==> src/rtl/id_ex_operand_stage.sv <==
// ID/EX operand stage: registers decode operands/controls, forwards rs1/rs2 from
// EX/MEM and MEM/WB, detects load-use hazards and inserts bubbles on flush/stall.
// Optional bubble counter enabled by defining ID_EX_BUBBLE_CNT_EN.
module id_ex_operand_stage #(
    parameter int XLEN    = 32,
    parameter int RADDR_W = 5
) (
    input  logic               clk,
    input  logic               rst,
    input  logic               hold_i,
    input  logic               flush_i,
    input  logic               id_valid,
    input  logic [RADDR_W-1:0] id_rs1,
    input  logic [RADDR_W-1:0] id_rs2,
    input  logic [RADDR_W-1:0] id_rd,
    input  logic [XLEN-1:0]    id_RD1,
    input  logic [XLEN-1:0]    id_RD2,
    input  logic [XLEN-1:0]    id_imm,
    input  logic               id_ALUSrc,
    input  logic               id_RegWrite,
    input  logic               id_MemRead,
    input  logic [RADDR_W-1:0] ex_mem_rd,
    input  logic               ex_mem_RegWrite,
    input  logic [XLEN-1:0]    ex_mem_result,
    input  logic [RADDR_W-1:0] mem_wb_rd,
    input  logic               mem_wb_RegWrite,
    input  logic [XLEN-1:0]    mem_wb_data,
    output logic               ex_valid,
    output logic               ex_ALUSrc,
    output logic               ex_RegWrite,
    output logic               ex_MemRead,
    output logic [RADDR_W-1:0] ex_rd,
    output logic [XLEN-1:0]    ex_A,
    output logic [XLEN-1:0]    ex_RD2,
    output logic [XLEN-1:0]    ex_imm,
    output logic               load_use_stall
`ifdef ID_EX_BUBBLE_CNT_EN
    ,
    output logic [31:0]        bubble_cnt
`endif
);

    logic               valid_q;
    logic               alusrc_q;
    logic               regwrite_q;
    logic               memread_q;
    logic [RADDR_W-1:0] rd_q;
    logic [RADDR_W-1:0] rs1_q;
    logic [RADDR_W-1:0] rs2_q;
    logic [XLEN-1:0]    rd1_q;
    logic [XLEN-1:0]    rd2_q;
    logic [XLEN-1:0]    imm_q;

    logic [XLEN-1:0]    fwd_a;
    logic [XLEN-1:0]    fwd_b;
    logic               bubble;

    // EX/MEM is newer than MEM/WB, so it is checked first; x0 is never a source.
    always_comb begin
        fwd_a = rd1_q;
        if (ex_mem_RegWrite && (ex_mem_rd != '0) && (ex_mem_rd == rs1_q)) begin
            fwd_a = ex_mem_result;
        end else if (mem_wb_RegWrite && (mem_wb_rd != '0) && (mem_wb_rd == rs1_q)) begin
            fwd_a = mem_wb_data;
        end
    end

    always_comb begin
        fwd_b = rd2_q;
        if (ex_mem_RegWrite && (ex_mem_rd != '0) && (ex_mem_rd == rs2_q)) begin
            fwd_b = ex_mem_result;
        end else if (mem_wb_RegWrite && (mem_wb_rd != '0) && (mem_wb_rd == rs2_q)) begin
            fwd_b = mem_wb_data;
        end
    end

    // rs2 match is deliberately conservative: stores read rs2 even with ALUSrc set.
    always_comb begin
        load_use_stall = id_valid && valid_q && memread_q && (rd_q != '0) &&
                         ((rd_q == id_rs1) || (rd_q == id_rs2)) && !flush_i;
    end

    assign bubble = !hold_i && (flush_i || load_use_stall);

    always_ff @(posedge clk) begin
        if (rst) begin
            valid_q    <= 1'b0;
            alusrc_q   <= 1'b0;
            regwrite_q <= 1'b0;
            memread_q  <= 1'b0;
            rd_q       <= '0;
            rs1_q      <= '0;
            rs2_q      <= '0;
            rd1_q      <= '0;
            rd2_q      <= '0;
            imm_q      <= '0;
        end else if (hold_i) begin
            // Refresh operands so a forwarding source retiring during the hold is not lost.
            rd1_q <= fwd_a;
            rd2_q <= fwd_b;
        end else if (flush_i || load_use_stall) begin
            valid_q    <= 1'b0;
            alusrc_q   <= 1'b0;
            regwrite_q <= 1'b0;
            memread_q  <= 1'b0;
            rd_q       <= '0;
            rs1_q      <= '0;
            rs2_q      <= '0;
            rd1_q      <= '0;
            rd2_q      <= '0;
            imm_q      <= '0;
        end else begin
            valid_q    <= id_valid;
            alusrc_q   <= id_valid && id_ALUSrc;
            regwrite_q <= id_valid && id_RegWrite;
            memread_q  <= id_valid && id_MemRead;
            rd_q       <= id_rd;
            rs1_q      <= id_rs1;
            rs2_q      <= id_rs2;
            rd1_q      <= id_RD1;
            rd2_q      <= id_RD2;
            imm_q      <= id_imm;
        end
    end

`ifdef ID_EX_BUBBLE_CNT_EN
    always_ff @(posedge clk) begin
        if (rst) begin
            bubble_cnt <= '0;
        end else if (bubble) begin
            bubble_cnt <= bubble_cnt + 32'd1;
        end
    end
`else
    logic unused_bubble;
    assign unused_bubble = bubble;
`endif

    assign ex_valid    = valid_q;
    assign ex_ALUSrc   = alusrc_q;
    assign ex_RegWrite = regwrite_q;
    assign ex_MemRead  = memread_q;
    assign ex_rd       = rd_q;
    assign ex_A        = fwd_a;
    assign ex_RD2      = fwd_b;
    assign ex_imm      = imm_q;

endmodule

==> config.mk <==
export PLATFORM = sky130hd
export DESIGN_NAME = id_ex_operand_stage
export DESIGN_NICKNAME = d
export VERILOG_FILES = /design/src/rtl/id_ex_operand_stage.sv
export SDC_FILE = /design/constraint.sdc
export NUM_CORES = 1
export LEC_CHECK = 0
export CAP_MARGIN = 10
export CORE_MARGIN = 4
export CORE_UTILIZATION = 37
export DETAILED_ROUTE_END_ITERATION = 8
export GPL_TIMING_DRIVEN = 0
export PLACE_DENSITY = 0.78
export SYNTH_ARGS = -nofsm -noshare
export SYNTH_HDL_FRONTEND = slang
export SYNTH_SLANG_ARGS = --single-unit
==> constraint.sdc <==
create_clock -name clk -period 2.6 [get_ports clk]
set_input_delay 0.65 -clock clk [delete_from_list [all_inputs] [get_ports clk]]
set_output_delay 0.65 -clock clk [all_outputs]
set_load 0.05 [all_outputs]
### Word level (Yosys, flattened, before mapping)

Cells that the tools add are included.

* bits in registers: 115
* input port bits: 195
* output and inout port bits: 106

* equality and inequality tests: 6
* muxes and demuxes: 16
* reduce and logical (&&, ||, !) cells: 20

Operators with widths (count)
* 32-bit two-way mux: 9
* 5-bit equality test: 6
* 5-bit two-way mux: 3
* 5-bit nonzero test: 3
* 1-bit logical AND: 14
* 1-bit two-way mux: 4
* 1-bit logical OR: 2
* 1-bit zero test: 1

### Logic depth before layout (Yosys ltp)

Gate-level depths: netlist of the first run.

* word-level depth: 8
* mapped depth: 7
* mapped depth without buffers: 5

### Worst setup path after synthesis of the first run

OpenSTA, ideal clock, no wires.

* path kind: input to output
* start point: input port mem_wb_rd[1]
* end point: output port ex_A[10]
* data arrival time: 2648 ps
* setup slack: -698 ps
* stages on the path: 6
* buffers on the path: 2
* cell sequence: nor4_1 a21bo_2 buf_4 clkbuf_1 o31ai_1 a31oi_1

* cells in the longest elaborated chain, start to end: 5
* elaborated cells between the ends (all ways): 6

Ends and longest elaborated chain
* start: declaration: RTL line 25 `input logic [RADDR_W-1:0] mem_wb_rd,`
* 5-bit nonzero test: RTL line 63 `end else if (mem_wb_RegWrite && (mem_wb_rd != '0) && (mem_wb_rd == rs1_q)) begin`
* 1-bit logical AND: RTL line 63
* 1-bit logical AND (*): RTL line 63
* 32-bit two-way mux (*): RTL line 63
* 32-bit two-way mux (*): RTL line 61 `if (ex_mem_RegWrite && (ex_mem_rd != '0) && (ex_mem_rd == rs1_q)) begin`
* end: declaration: RTL line 33 `output logic [XLEN-1:0] ex_A,`

Mark *: on every way between the ends. The rest lies on a longest branch, timed or not.

### Final worst setup path of the first run

* start point: input port ex_mem_rd[0]
* end point: output port ex_A[26]

* cells in the longest elaborated chain, start to end: 4
* elaborated cells between the ends (all ways): 5

Ends and longest elaborated chain
* start: declaration: RTL line 22 `input logic [RADDR_W-1:0] ex_mem_rd,`
* 5-bit nonzero test: RTL line 61
* 1-bit logical AND: RTL line 61
* 1-bit logical AND (*): RTL line 61
* 32-bit two-way mux (*): RTL line 61

Marked as above.

==> results of run 1 <==
[metrics by stage]
stage	setup slack, ns	instance area, µm²	hold slack, ns	total power [mW]
after floorplan	-0.148	7060	0.505	2.77
after global placement	-1.90	10300	0.451	3.44
after detailed placement	-1.92	10300	0.456	3.45
after CTS	-0.459	12400	0.476	5.99
after global routing	-0.481	12800	0.487	6.27
final	-0.451	12800	0.473	6.13
[kinds of logic after synthesis]
kind of cell / Yosys count / share of synthesized area (%)
buffers and inverters: 117 / 8.29
XOR/XNOR: 30 / 4.44
AND/OR/NAND/NOR: 151 / 14.9
AO/OA/AOI/OAI: 250 / 33.4
flip-flops: 115 / 38.9
[Yosys cell counts (2+ instances only)]
cell type  instances
o211ai_2           2
dfxtp_1          115
a22o_1           112
buf_4              7
or3_1              2
a31oi_1           63
buf_2             20
nor2_1             4
nand2_1            4
or2_1              2
nor3_1            65
o31a_1             2
o31ai_1           63
nand3_1            4
or4_1             31
clkbuf_1          57
a32o_1             3
xor2_1             5
xnor2_1           25
inv_1             33
nor4_1             2
nand4_1           34
[worst paths after layout]
check,endpoint,slack [ns],startpoint
setup / recovery,ex_A[26],-0.45,ex_mem_rd[0]
hold / removal,ex_imm[6],0.47,ex_imm[6]
setup reg to reg,rd1_q[15],0.16,ex_rd[0]
hold reg to reg,ex_imm[6],0.47,ex_imm[6]
[flip-flops by register name, indices dropped and copies added (netlist names)]
signal and cells:
ex_valid 1, rs2_q 5, rs1_q 5, ex_RegWrite 1
ex_ALUSrc 1, rd2_q 32, rd1_q 32, ex_imm 32
ex_rd 5, ex_MemRead 1
[per-layer routing]
layer	up-vias	track usage [%]
met5	-	0
met4	0	16.4
met3	154	9.11
met2	559	55.7
met1	3786	37.6
li1	3413	-
[worst max-delay path: cells and delay by family]
family | cells | cell delay [ns]
buffers and inverters | 5 | 0.90
AOI/OAI and AO/OA | 2 | 0.33
xor gates and xnor gates | 1 | 0.25
and+or+nand+nor | 1 | 0.26
[timing repair]
action                     in CTS  in global routing
pin swaps                      61                 39
setup endpoints to repair     132                135
resized for setup             744                 56
gates cloned                   13                  2
buffers inserted               36                 25
[report_power, final]
group          switching (mW)  internal (mW)  total [mW]
logic                    1.06          0.873        1.93
clock network           0.946           1.35        2.29
registers              0.0584           1.84        1.90
total                    2.07           4.06        6.13
[cells in the final DEF (no fill, tap or decap), types with 3 or more instances in the layout]
cell	netlist	routed
xnor2_2	0	3
nand2_1	4	3
dfxtp_1	115	110
xor2_1	5	5
clkbuf_4	0	9
clkinvlp_4	0	5
clkbuf_16	0	20
buf_6	0	75
buf_16	0	3
clkdlybuf4s50_1	0	212
nand3_1	4	4
or4_4	1	16
buf_4	7	48
buf_8	0	13
nor3_1	65	49
clkbuf_8	0	13
buf_12	0	15
nor3_2	0	13
nand4_1	34	34
xnor2_4	0	3
xnor2_1	25	19
o31ai_4	0	27
nor3_4	0	3
a32o_1	3	3
dlygate4sd2_1	0	11
clkinv_4	0	4
dfxtp_4	0	3
clkbuf_1	57	19
a22o_1	112	112
inv_1	33	32
or4_1	31	16
o31ai_2	0	34
clkbuf_2	0	13
buf_2	20	12
a31oi_4	0	63
[area by class of cell]
class                           count  area share [%]
Multi-Input combinational cell    433            38.8
Timing Repair Buffer              369            29.9
Sequential cell                   115            18.1
Buffer                             79            5.67
Clock buffer                       18            3.44
Tap cell                          211            2.07
Clock inverter                     14            1.04
Inverter                           33           0.970
Antenna cell                        2          0.0392
==> impl_metrics.ini, run 1 <==
[status]
status = complete, but fails checks
violations = negative setup slack

[timing]
slew_violations = 0
worst_pin_slew_ns = 0.819
hold_viol = 0
relSlewSlack_pct = 45.4
rsz0062_at_grt = yes
skew_ns = 0.00928
worst_slack_ns = -0.451
fin_crit_sh_pct = 117
fin_tns_setup_ns = -25.07
finalSetupViolCount = 64
clock.fmax_mhz = 328
layout_min_cycle_time_ns = 3.05

[yosys]
synth_top_area_share_pct = 38.9
synth_edf_count = 0
postSynthAreaPerCell_um2 = 8.92
synthCells = 663
yosys.area.top_type = dfxtp_1
ys_seq_area_share_pct = 38.9
synth_cell_types = 30
synth_nets = 858
syn_area_um2 = 5910
yosys_register_bits = 115
yosys_warnings = 0
synthTopCellsByArea = dfxtp_1 39%, a22o_1 17%, o31ai_1 8.0%, a31oi_1 6.7%, nor3_1 5.5%
ys_async_sr_fraction_pct = 0
synth_ff_type = dfxtp_1

[floorplan]
die_w_um = 134
start_util_pct = 38.3
dieHeight_um = 134
io_pins = 301
rows = 45
dieArea_um2 = 18100
core_area_um2 = 15400

[detailed_routing]
top_layer_used = met4
wl_met2_mm = 15.5
drc = 0
viasPerCell = 6.21
wl_met1_mm = 11.9
avgRoutedWirePerCell_um = 25.1
dr_total_vias = 7912
finalWirelength_mm = 32.0
drtIter0Drc = 744
met3_length_mm = 2.90
antenna_left = 0
first_pass_iters = 5

[cts]
htree_levels = 4
numCtsBuffers = 17
cts.clk_slew.worst_paths_ns = 0.06
cts_sinks = 115
holdBufCountCts = 0
clk_path_buf_depth = 2
cts-root-buf = clkbuf_16
clk-insertion-delay-late_ns = 0.42
tritoncts = done

[finish]
multiInputGateArea_um2 = 4950
nNetsFinal = 1243
drive_above_1_share_pct = 39.8
regArea_um2 = 2320
fillers = 911
finalNonFillerCells = 1274
syn2layout_area_growth_pct = 116
fin_util_pct = 82.8

[power]
p_leak_nw = 4.58
ir_drop_uv = 496
power_density_nw_per_um2 = 480

[setup_path]
crit_chain = clkdlybuf4s15_2, xnor2_2, o211ai_4, or2_1, buf_6, buf_12, buf_12, a31oi_4, buf_6
worst_setup_path_start_kind = input pin
slowest_stage = clkdlybuf4s15_2
end_kind = output pin
worst_ep_arrival_time_ns = 2.40
cp_slowest_stage_delay_ns = 0.29
required_ns = 1.95
worstRegToRegCells = 8
crit_type = input pin to output pin
cp_max_fo = 5

[grt]
antenna_found_initial = 2
grt_pass1_wl_mm = 46.3
grt_util_all_layers_pct = 32.7
grt_max_degree = 17
overflow = 0
grt_pass1_vias = 8182

[place]
gp_congestion = 0.886
place_inst = 1174
port_buffers = 300
place_hpwl_mm = 20.6

[flow_run]
max-cap-violations = 0

[worst_hold_path]
whs_path_depth = 1
hold_path_class = flop to flop
(Power assumes the default switching activity.)
==> run 2, diff against run 1 <==
--- a/config.mk
+++ b/config.mk
@@ -7,10 +7,10 @@
 export LEC_CHECK = 0
 export CAP_MARGIN = 10
 export CORE_MARGIN = 4
-export CORE_UTILIZATION = 37
+export CORE_UTILIZATION = 44
 export DETAILED_ROUTE_END_ITERATION = 8
 export GPL_TIMING_DRIVEN = 0
-export PLACE_DENSITY = 0.78
+export PLACE_DENSITY = 0.87
 export SYNTH_ARGS = -nofsm -noshare
 export SYNTH_HDL_FRONTEND = slang
 export SYNTH_SLANG_ARGS = --single-unit
==> constraint.sdc (replaced) <==
create_clock -name clk -period 3.6 [get_ports clk]
set_input_delay 0.9 -clock clk [delete_from_list [all_inputs] [get_ports clk]]
set_output_delay 0.9 -clock clk [all_outputs]
set_load 0.05 [all_outputs]
==> run 2 against run 1 <==
  * The flow still finishes with violations (negative setup slack)
  * Total power fell by 28%
  * First-iteration DRC count rose by 62%
  * Largest power group unchanged
  * Via count fell by 0.35%
  * Clock skew fell by 0.00085 ns
  * Clock-buffer cell count rose by 5
  * Sequential share of layout area rose by 2.2 points
  * Critical endpoint is now ex_RD2[11]
  * Wire length fell by 2.9%
==> impl_metrics.ini, run 2 (synthesis results as in run 1) <==
[grt]
grt_pass1_wl_mm = 41.1
grt_pass1_vias = 7625
overflow = 0
grt_util_all_layers_pct = 35.3
grt_max_degree = 17
antenna_found_initial = 1

[place]
place_hpwl_mm = 19.0
pre_cts_slack_ns = -1.38
gp_congestion = 0.920
port_buffers = 300

[cts]
cts-root-buf = clkbuf_16
holdBufCountCts = 0
cts_sinks = 115
htree_levels = 4
tritoncts = done
clk-insertion-delay-late_ns = 0.43
clk_path_buf_depth = 2
numCtsBuffers = 17
cts.clk_slew.worst_paths_ns = 0.05

[timing]
whs_ns = 0.467
layout_min_cycle_time_ns = 3.73
clock.fmax_mhz = 268
relSlewSlack_pct = 42.9
rsz0062_at_grt = yes
fin_crit_sh_pct = 104
hold_viol = 0
worst_pin_slew_ns = 0.856
skew_ns = 0.00842
fin_tns_setup_ns = -0.243
slew_violations = 0
finalSetupViolCount = 8
worst_slack_ns = -0.130

[floorplan]
dieHeight_um = 124
start_util_pct = 44.8
dieArea_um2 = 15400
io_pins = 301
core_area_um2 = 13200
rows = 42
die_w_um = 124

[setup_path]
worst_ep_arrival_time_ns = 2.83
worst_setup_path_start_kind = input pin
cp_max_fo = 10
required_ns = 2.70
end_kind = output pin
crit_type = input pin to output pin

[power]
swShare_pct = 31.2
internal_power_mw = 3.03
pwr-share-clk_pct = 40.9
p_switching_mw = 1.37
comb_power_share_pct = 27.9
power_density_nw_per_um2 = 388
p_leak_nw = 4.15
seqPwrFrac_pct = 31.1
ir_drop_uv = 405

[detailed_routing]
antenna_left = 0
first_pass_iters = 6
drtIter0Drc = 1206
viasPerCell = 6.58
finalWirelength_mm = 31.0
avgRoutedWirePerCell_um = 25.9
dr_total_vias = 7884
drc = 0

[worst_hold_path]
hold_path_class = flop to flop

[finish]
drive_above_1_share_pct = 32.7
fillers = 653
final_common_cell = clkdlybuf4s50_1
syn2layout_area_growth_pct = 91.9
nNetsFinal = 1204
layout_common_cells = 223 x clkdlybuf4s50_1, 115 x dfxtp_1, 112 x a22o_1, 64 x nor3_1, 62 x buf_6

[status]
status = complete, but fails checks
violations = negative setup slack

[flow_run]
max-cap-violations = 0
## run 2: cell types whose count changed in the layout (fill, tap and decap cells not counted), sizes merged, moves of 2 or more
cell / previous run / this run
inv: 35 / 33
clkinv: 6 / 4
clkinvlp: 5 / 2
dlygate4sd2: 11 / 1
bufinv: 1 / 3
clkdlybuf4s15: 2 / 0
buf: 166 / 125
clkbuf: 74 / 84
clkdlybuf4s50: 212 / 223
## run 2: cell type report
class	instances	area, µm²	share of cell area [%]
clock inverters	9	125	1.10
inverters	33	124	1.09
well taps	176	220	1.94
clock buffers	23	498	4.39
diodes	1	2.50	0.0220
plain buffers	81	608	5.36
flip-flops and latches	115	2300	20.3
multi-input cells	431	4140	36.5
repair buffers	330	3330	29.3
## run 2: timing repair
item / CTS / global route
endpoints found under the setup margin: 65 / 64
pin swaps: 43 / 14
resized for setup: 624 / 77
buffers inserted: 17 / 5
cloned: 6 / 2
## run 2: per-layer routing
layer | routed length [µm] | up-vias | track usage (%)
li1 | - | 3311 | -
met4 | 2160 | 0 | 20.8
met2 | 14500 | 712 | 58.3
met1 | 10500 | 3650 | 39.2
met3 | 3900 | 211 | 12.3
met5 | 0 | - | 0
## run 2: critical path, stage by stage
cell and delay, ns:
buf_2 0.15, xor2_2 0.19, nor3_4 0.38, clkbuf_4 0.31, nand4_1 0.30, a31oi_4 0.38
buf_6 0.21
## run 2: stage by stage
stage | power (mW) | instance area [µm²] | utilization [%] | std cells
after detailed placement | 2.41 | 9520 | 72.2 | 1139
final | 4.40 | 11300 | 86.0 | 1199
after floorplan | 1.93 | 6300 | - | 663
after global placement | 2.40 | 9520 | 72.2 | 1139
after CTS | 4.30 | 11100 | 83.9 | 1192
after global routing | 4.48 | 11300 | 86.0 | 1199
## run 2: worst paths after layout
check             slack [ns]     endpoint  cells after the start         start
setup / recovery       -0.13   ex_RD2[11]                      7  mem_wb_rd[1]
hold / removal          0.47  ex_RegWrite                      1   ex_RegWrite
setup reg to reg        1.18    rd1_q[15]                      6      ex_rd[1]
hold reg to reg         0.47  ex_RegWrite                      1   ex_RegWrite
## run 2: power groups by stage
stage / sequential, mW / combinational, mW / clock [mW]
2_1_floorplan: 1.44 / 0.491 / 0
3_3_place_gp: 1.38 / 1.02 / 0
3_5_place_dp: 1.38 / 1.03 / 0
4_1_cts: 1.36 / 1.15 / 1.78
5_1_grt: 1.37 / 1.26 / 1.85
6_report: 1.37 / 1.23 / 1.80
